**config.mk**
```make
export PLATFORM = sky130hd
export DESIGN_NAME = digit_overlay
export DESIGN_NICKNAME = d
export VERILOG_FILES = /design/src/rtl/digit_overlay.sv
export SDC_FILE = /design/constraint.sdc
export NUM_CORES = 1
export LEC_CHECK = 0
export ABC_AREA = 1
export ABC_CLOCK_PERIOD_IN_PS = 6500
export BUFFER_PORTS_ARGS = -buffer_cell sky130_fd_sc_hd__buf_2
export CAP_MARGIN = 25
export CORE_MARGIN = 4
export CORE_UTILIZATION = 45
export CTS_CLUSTER_SIZE = 20
export DETAILED_ROUTE_END_ITERATION = 8
export HOLD_SLACK_MARGIN = 0.06
export PLACE_DENSITY = 0.68
export SETUP_SLACK_MARGIN = 0.2
export SLEW_MARGIN = 20
export SYNTH_ARGS = -nofsm -noshare
export SYNTH_HDL_FRONTEND = slang
export SYNTH_SLANG_ARGS = --single-unit
```
**constraint.sdc**
```tcl
create_clock -name clock -period 6.5 [get_ports clock]
set_input_delay 0.325 -clock clock [delete_from_list [all_inputs] [get_ports clock]]
set_output_delay 0.325 -clock clock [all_outputs]
set_load 0.02 [all_outputs]
```
**src/rtl/digit_overlay.sv**
```systemverilog
// digit_overlay
//   Converts a binary value to decimal digits (serial double-dabble, one
//   bit per clock) and overlays them as a row of square glyph cells on a
//   VGA scan. New digits only reach the screen at frame start (0,0), so a
//   frame is never drawn with a mix of old and new digits.
//
// Ports
//   clock, reset          pixel clock, synchronous active-high reset
//   hdata, vdata          current scan coordinate
//   value, value_valid    binary value offer; value_ready high only in IDLE
//   blank_lead            suppress leading zero slots
//   glyph_digit/address   glyph ROM request (1 cycle after the coordinate)
//   glyph_data            ROM output, used as pixel colour
//   pixel_data/pixel_hit  overlay result (2 cycles after the coordinate)
//   overflow              displayed value was saturated to all nines

// One double-dabble correction step on a single BCD nibble.
module digit_overlay_dd (
  input  logic [3:0] d,
  output logic [3:0] q
);
  assign q = (d >= 4'd5) ? d + 4'd3 : d;
endmodule

module digit_overlay #(
  parameter int VGA_WIDTH   = 12,
  parameter int VALUE_WIDTH = 10,
  parameter int NUM_DIGITS  = 3,
  parameter int CELL_SIZE   = 40,
  parameter int ORIGIN_X    = 480,
  parameter int ORIGIN_Y    = 0
) (
  input  logic                   clock,
  input  logic                   reset,
  input  logic [VGA_WIDTH-1:0]   hdata,
  input  logic [VGA_WIDTH-1:0]   vdata,
  input  logic [VALUE_WIDTH-1:0] value,
  input  logic                   value_valid,
  output logic                   value_ready,
  input  logic                   blank_lead,
  output logic [3:0]             glyph_digit,
  output logic [15:0]            glyph_address,
  input  logic [31:0]            glyph_data,
  output logic [31:0]            pixel_data,
  output logic                   pixel_hit,
  output logic                   overflow
);

  function automatic logic [63:0] pow10(input int n);
    logic [63:0] r;
    r = 64'd1;
    for (int i = 0; i < n; i++) r = r * 64'd10;
    return r;
  endfunction

  // Scratch must hold every decimal digit of the largest input, and at
  // least NUM_DIGITS nibbles so every slot has a source.
  localparam int BCD_MIN = VALUE_WIDTH / 3 + 1;
  localparam int BCD_N   = (BCD_MIN > NUM_DIGITS) ? BCD_MIN : NUM_DIGITS;
  localparam int CNT_W   = $clog2(VALUE_WIDTH + 1);
  localparam int SLOT_W  = (NUM_DIGITS > 1) ? $clog2(NUM_DIGITS) : 1;
  localparam logic [63:0] LIMIT = pow10(NUM_DIGITS);
  localparam logic [31:0] X0 = ORIGIN_X;
  localparam logic [31:0] Y0 = ORIGIN_Y;
  localparam logic [31:0] X1 = ORIGIN_X + NUM_DIGITS * CELL_SIZE;
  localparam logic [31:0] Y1 = ORIGIN_Y + CELL_SIZE;
  localparam logic [31:0] CS = CELL_SIZE;

  typedef enum logic [1:0] {IDLE, SHIFT, PEND} state_t;

  state_t                          state, state_nxt;
  logic [VALUE_WIDTH-1:0]          bin_sr;
  logic [BCD_N-1:0][3:0]           bcd, bcd_adj;
  logic [CNT_W-1:0]                step;
  logic                            ovf_pend;
  logic [NUM_DIGITS-1:0][3:0]      pend;   // indexed by slot, slot 0 = MSD
  logic [NUM_DIGITS-1:0][3:0]      disp;
  logic                            disp_ovf;
  logic                            frame_start;

  // ---------------- conversion ----------------
  for (genvar i = 0; i < BCD_N; i++) begin : g_dd
    digit_overlay_dd u_dd (.d(bcd[i]), .q(bcd_adj[i]));
  end

  assign frame_start = (hdata == '0) && (vdata == '0);

  always_comb begin
    state_nxt   = state;
    value_ready = 1'b0;
    case (state)
      IDLE: begin
        value_ready = 1'b1;
        if (value_valid) state_nxt = SHIFT;
      end
      SHIFT: if (step == CNT_W'(VALUE_WIDTH - 1)) state_nxt = PEND;
      PEND:  if (frame_start) state_nxt = IDLE;
      default: state_nxt = IDLE;
    endcase
  end

  always_comb begin
    pend = '0;
    for (int s = 0; s < NUM_DIGITS; s++)
      pend[s] = ovf_pend ? 4'd9 : bcd[NUM_DIGITS-1-s];
  end

  always_ff @(posedge clock) begin
    if (reset) begin
      state    <= IDLE;
      bin_sr   <= '0;
      bcd      <= '0;
      step     <= '0;
      ovf_pend <= 1'b0;
      disp     <= '0;
      disp_ovf <= 1'b0;
    end else begin
      state <= state_nxt;
      case (state)
        IDLE: if (value_valid) begin
          bin_sr   <= value;
          bcd      <= '0;
          step     <= '0;
          ovf_pend <= {{(64-VALUE_WIDTH){1'b0}}, value} >= LIMIT;
        end
        SHIFT: begin
          // Correct nibbles first, then shift the next binary bit in.
          {bcd, bin_sr} <= {bcd_adj, bin_sr} << 1;
          step          <= step + 1'b1;
        end
        PEND: if (frame_start) begin
          disp     <= pend;
          disp_ovf <= ovf_pend;
        end
        default: ;
      endcase
    end
  end

  assign overflow = disp_ovf;

  // ---------------- overlay pipeline ----------------
  logic [31:0]             hx, vy, dx, lx, ly;
  logic                    in_region;
  logic [SLOT_W-1:0]       slot;
  logic [15:0]             addr;
  logic [NUM_DIGITS-1:0]   blank;
  logic                    zrun;
  logic                    hit_s1;

  always_comb begin
    hx        = 32'(hdata);
    vy        = 32'(vdata);
    // Region test before any subtraction, so coordinates left of or
    // above the origin never wrap into the region.
    in_region = (hx >= X0) && (hx < X1) && (vy >= Y0) && (vy < Y1);
    dx        = hx - X0;
    ly        = vy - Y0;
    slot      = '0;
    for (int k = 1; k < NUM_DIGITS; k++)
      if (dx >= 32'(k) * CS) slot = SLOT_W'(k);
    lx        = dx - 32'(slot) * CS;
    addr      = 16'(ly * CS + lx);
  end

  // A slot blanks while it and every more significant slot is zero.
  always_comb begin
    zrun  = 1'b1;
    blank = '0;
    for (int s = 0; s < NUM_DIGITS; s++) begin
      zrun     = zrun && (disp[s] == 4'd0);
      blank[s] = blank_lead && !disp_ovf && zrun && (s != NUM_DIGITS - 1);
    end
  end

  always_ff @(posedge clock) begin
    if (reset) begin
      glyph_digit   <= '0;
      glyph_address <= '0;
      hit_s1        <= 1'b0;
      pixel_hit     <= 1'b0;
      pixel_data    <= '0;
    end else begin
      glyph_digit   <= in_region ? disp[slot] : 4'd0;
      glyph_address <= in_region ? addr : 16'd0;
      hit_s1        <= in_region && !blank[slot];
      pixel_hit     <= hit_s1;
      pixel_data    <= hit_s1 ? glyph_data : 32'd0;
    end
  end

endmodule

```
==> run_results.csv <==
group,metric,value,unit
status,outcome,"completed",
clock_tree,cts-hold-fix-buffers,0,
clock_tree,insertion_delay,0.35,ns
die,die_h,118.3,um
final_layout,drive_gt1_frac,0.1817,
routing,drtIter0Drc,248,
critical_path,crit-reg2reg-capture,"bcd[7]",
final_layout,fin_nets,1020,
die,dieWidth,118.3,um
clock_tree,clock-sinks,96,
global_routing,track_usage,0.1859,
sta,fin_crit_sh,0.5348,
hold_path,holdPathEnd,"pixel_data[28]",
clock_tree,tritoncts,"yes",
power,power_density,237.7,nW/um2
critical_path,setup.worst_path.class,"primary input to flop",
final_layout,diodes,0,
routing,post-route-drc-count,0,
placed_design,io_buffers,124,
synthesis,synth_edf_count,0,
synthesis,ys_warn_count,0,
die,io_pins,125,
synthesis,synth_cells,768,
sta,rsz0062_at_grt,"no",
hold_path,worstHoldPathCells,3,
power,leakagePower,3.460,nW
die,core_area,11960,um2
clock_tree,htreeDepth,3,
power,vdd_ir_drop_max,200.1,uV
sta,period_needed,3.476,ns
job,drv_cap,0,
clock_tree,cts_max_path_buffers,2,
sta,skew,0.006703,ns
sta,max-slew-margin-rel,0.5568,
global_routing,antenna_found_initial,0,
routing,avgRoutedWirePerCell,12.29,um
sta,setup_viol,0,
sta,max_freq,0.2877,GHz
critical_path,crit_arrival,3.73,ns
clock_tree,path_clk_slew,0.06,ns
clock_tree,clockRootBuffer,"clkbuf_16",
clock_tree,ctsResizeCount,0,
routing,antenna_left,0,
critical_path,cp_max_fo,8,
routing,dr_total_vias,5030,
critical_path,cp-start-kind,"primary input",
die,die_area,14000,um2
critical_path,cp-end-kind,"flop",
sta,worstMarginPinSlew,0.6629,ns
routing,wirelength,12830,um
global_routing,grt_pass1_wl,21560,um
critical_path,reg2reg_slack,4.58,ns
final_layout,fillers,1193,
hold_path,min_path_type,"primary input to flop",
global_routing,first_global_vias,4779,
critical_path,r2r_cells,7,
sta,tns,0,ns
synthesis,synthFlopType,"dfxtp_1",
hold_path,hp-start,"glyph_data[28]",
sta,report.final.slew_viol_count,0,
clock_tree,cts_made_buffers,9,
critical_path,worstReg2RegStart,"state[1]",
synthesis,synth_area_per_cell,7.132,um2
synthesis,yosysUniqueCellTypes,39,
global_routing,grt_max_degree,25,
sta,finalHoldViolations,0,
routing,detail_route.first_pass.iterations,4,
synthesis,ys_seq_area_frac,0.3508,
global_routing,grt_remaining_overflow,0,
critical_path,startpoint,"hdata[5]",
synthesis,syn-num-nets,896,
final_layout,syn_to_final_growth,19.64,%
placed_design,gp_congestion,0.9259,
clock_tree,post_cts_buffers,0,
synthesis,syn-cell-area,5478,um2
sta,hold-worst-slack,0.1872,ns
synthesis,ys_ff_latch,96,
routing,vias_per_cell,4.818,
synthesis,ys_async_sr_fraction,0,
critical_path,required,6.75,ns
die,rows,40,
placed_design,dpl.hpwl,10040,um
die,initial_utilization,0.4579,
[through the flow]
stage / power (mW) / utilization / setup slack [ns] / instances / area, um2
2_1_floorplan: 0.9542 / - / 3.303 / 768 / 5478
3_3_place_gp: 1.067 / 0.5217 / 2.763 / 1026 / 6240
3_5_place_dp: 1.067 / 0.5240 / 2.727 / 1027 / 6267
4_1_cts: 1.573 / 0.5470 / 3.085 / 1043 / 6543
5_1_grt: 1.674 / 0.5479 / 2.597 / 1044 / 6554
6_report: 1.558 / 0.5479 / 3.024 / 1044 / 6554
[power breakdown]
part           switching, mW  internal, mW  total (mW)
combinational          0.283         0.175       0.457
clock                  0.227         0.271       0.498
sequential           0.00533         0.597       0.602
[worst max-delay path by stage]
stage / cells past startpoint / endpoint
floorplan: 16 / glyph_address[14]
global placement: 18 / glyph_address[15]
detailed placement: 18 / glyph_address[15]
CTS: 18 / glyph_address[7]
global route: 16 / glyph_address[7]
finish: 16 / glyph_address[7]
[cells by family (layout without fill, tap and decap cells)]
family,Yosys count,count (layout),share of synthesized area
xor+xnor,12,12,0.01919
fa+ha+maj,58,58,0.1393
simple gates,312,312,0.2440
compound gates,126,126,0.1336
flops,96,96,0.3508
buf+inv,164,293,0.1131
[worst max-delay path: stages]
cell,delay [ns]
buf_2,0.16
ha_1,0.26
xnor2_1,0.27
nand3_1,0.14
nor2_2,0.17
nand4_1,0.24
nand2_1,0.19
inv_1,0.07
fa_1,0.47
inv_1,0.04
ha_1,0.34
nand2_1,0.06
o21ai_0,0.34
a21oi_1,0.22
or2_2,0.31
a21oi_1,0.12
[cells in the final DEF, fill, tap and decap left out, drive strengths merged]
cell	synthesis	layout
nor3	9	9
o31ai	1	1
o211ai	6	6
dfxtp	96	96
xor2	8	8
o21a	1	1
o21ai	24	24
o21bai	9	9
a221oi	1	1
or2	3	3
a41oi	1	1
inv	148	149
nor3b	1	1
clkinv	1	2
nand3	42	42
and2	1	1
ha	53	53
fa	5	5
clkbuf	12	12
nor4	1	1
o22ai	1	1
buf	3	128
clkinvlp	0	2
a21o	2	2
a21boi	3	3
o2111ai	1	1
o311ai	1	1
nand3b	1	1
a21oi	67	67
nand2	129	129
nor2	111	111
nand4	14	14
xnor2	4	4
o221ai	8	8
[state kept, by name (all words and copies together), names as in the netlist, 2 cells and up]
register       count
state              2
bcd               12
disp              12
glyph_address     16
glyph_digit        4
step               4
bin_sr            10
pixel_data        32
[routing by layer]
metal / vias to the layer above / global-route usage / part of all wire
met1: 2203 / 0.2162 / 0.44
li1: 2707 / - / -
met2: 100 / 0.3333 / 0.50
met4: 0 / 0.06007 / 0.020
met3: 20 / 0.04593 / 0.040
met5: - / 0 / 0
[synthesized netlist by cell type, types with 2 or more instances]
cell,instances,area (um2)
nand4_1,13,81.33
xor2_1,8,70.07
nand3_2,3,30.03
nor2_1,108,405.4
a21oi_1,67,335.3
o211ai_1,6,45.04
clkbuf_1,12,45.04
a21boi_0,3,22.52
a21o_1,2,15.01
nand2_1,128,480.5
inv_2,8,30.03
nor3_1,9,45.04
xnor2_1,4,35.03
nor2_2,3,18.77
o21bai_1,9,67.56
or2_2,3,18.77
o21ai_1,2,10.01
o221ai_1,8,70.07
ha_1,53,663.1
fa_1,5,100.1
inv_1,140,525.5
buf_2,3,15.01
nand3_1,39,195.2
dfxtp_1,96,1922
o21ai_0,22,110.1
[cell type report]
| class | instances | area (um2) | share of cell area |
|---|---|---|---|
| Clock buffer | 12 | 246.5 | 0.03761 |
| Multi-Input combinational cell | 508 | 2939 | 0.4485 |
| Tap cell | 147 | 183.9 | 0.02806 |
| Inverter | 149 | 559.3 | 0.08534 |
| Clock inverter | 4 | 28.78 | 0.004391 |
| Timing Repair Buffer | 128 | 674.4 | 0.1029 |
| Sequential cell | 96 | 1922 | 0.2932 |
Power figures use the tool's default switching activity.
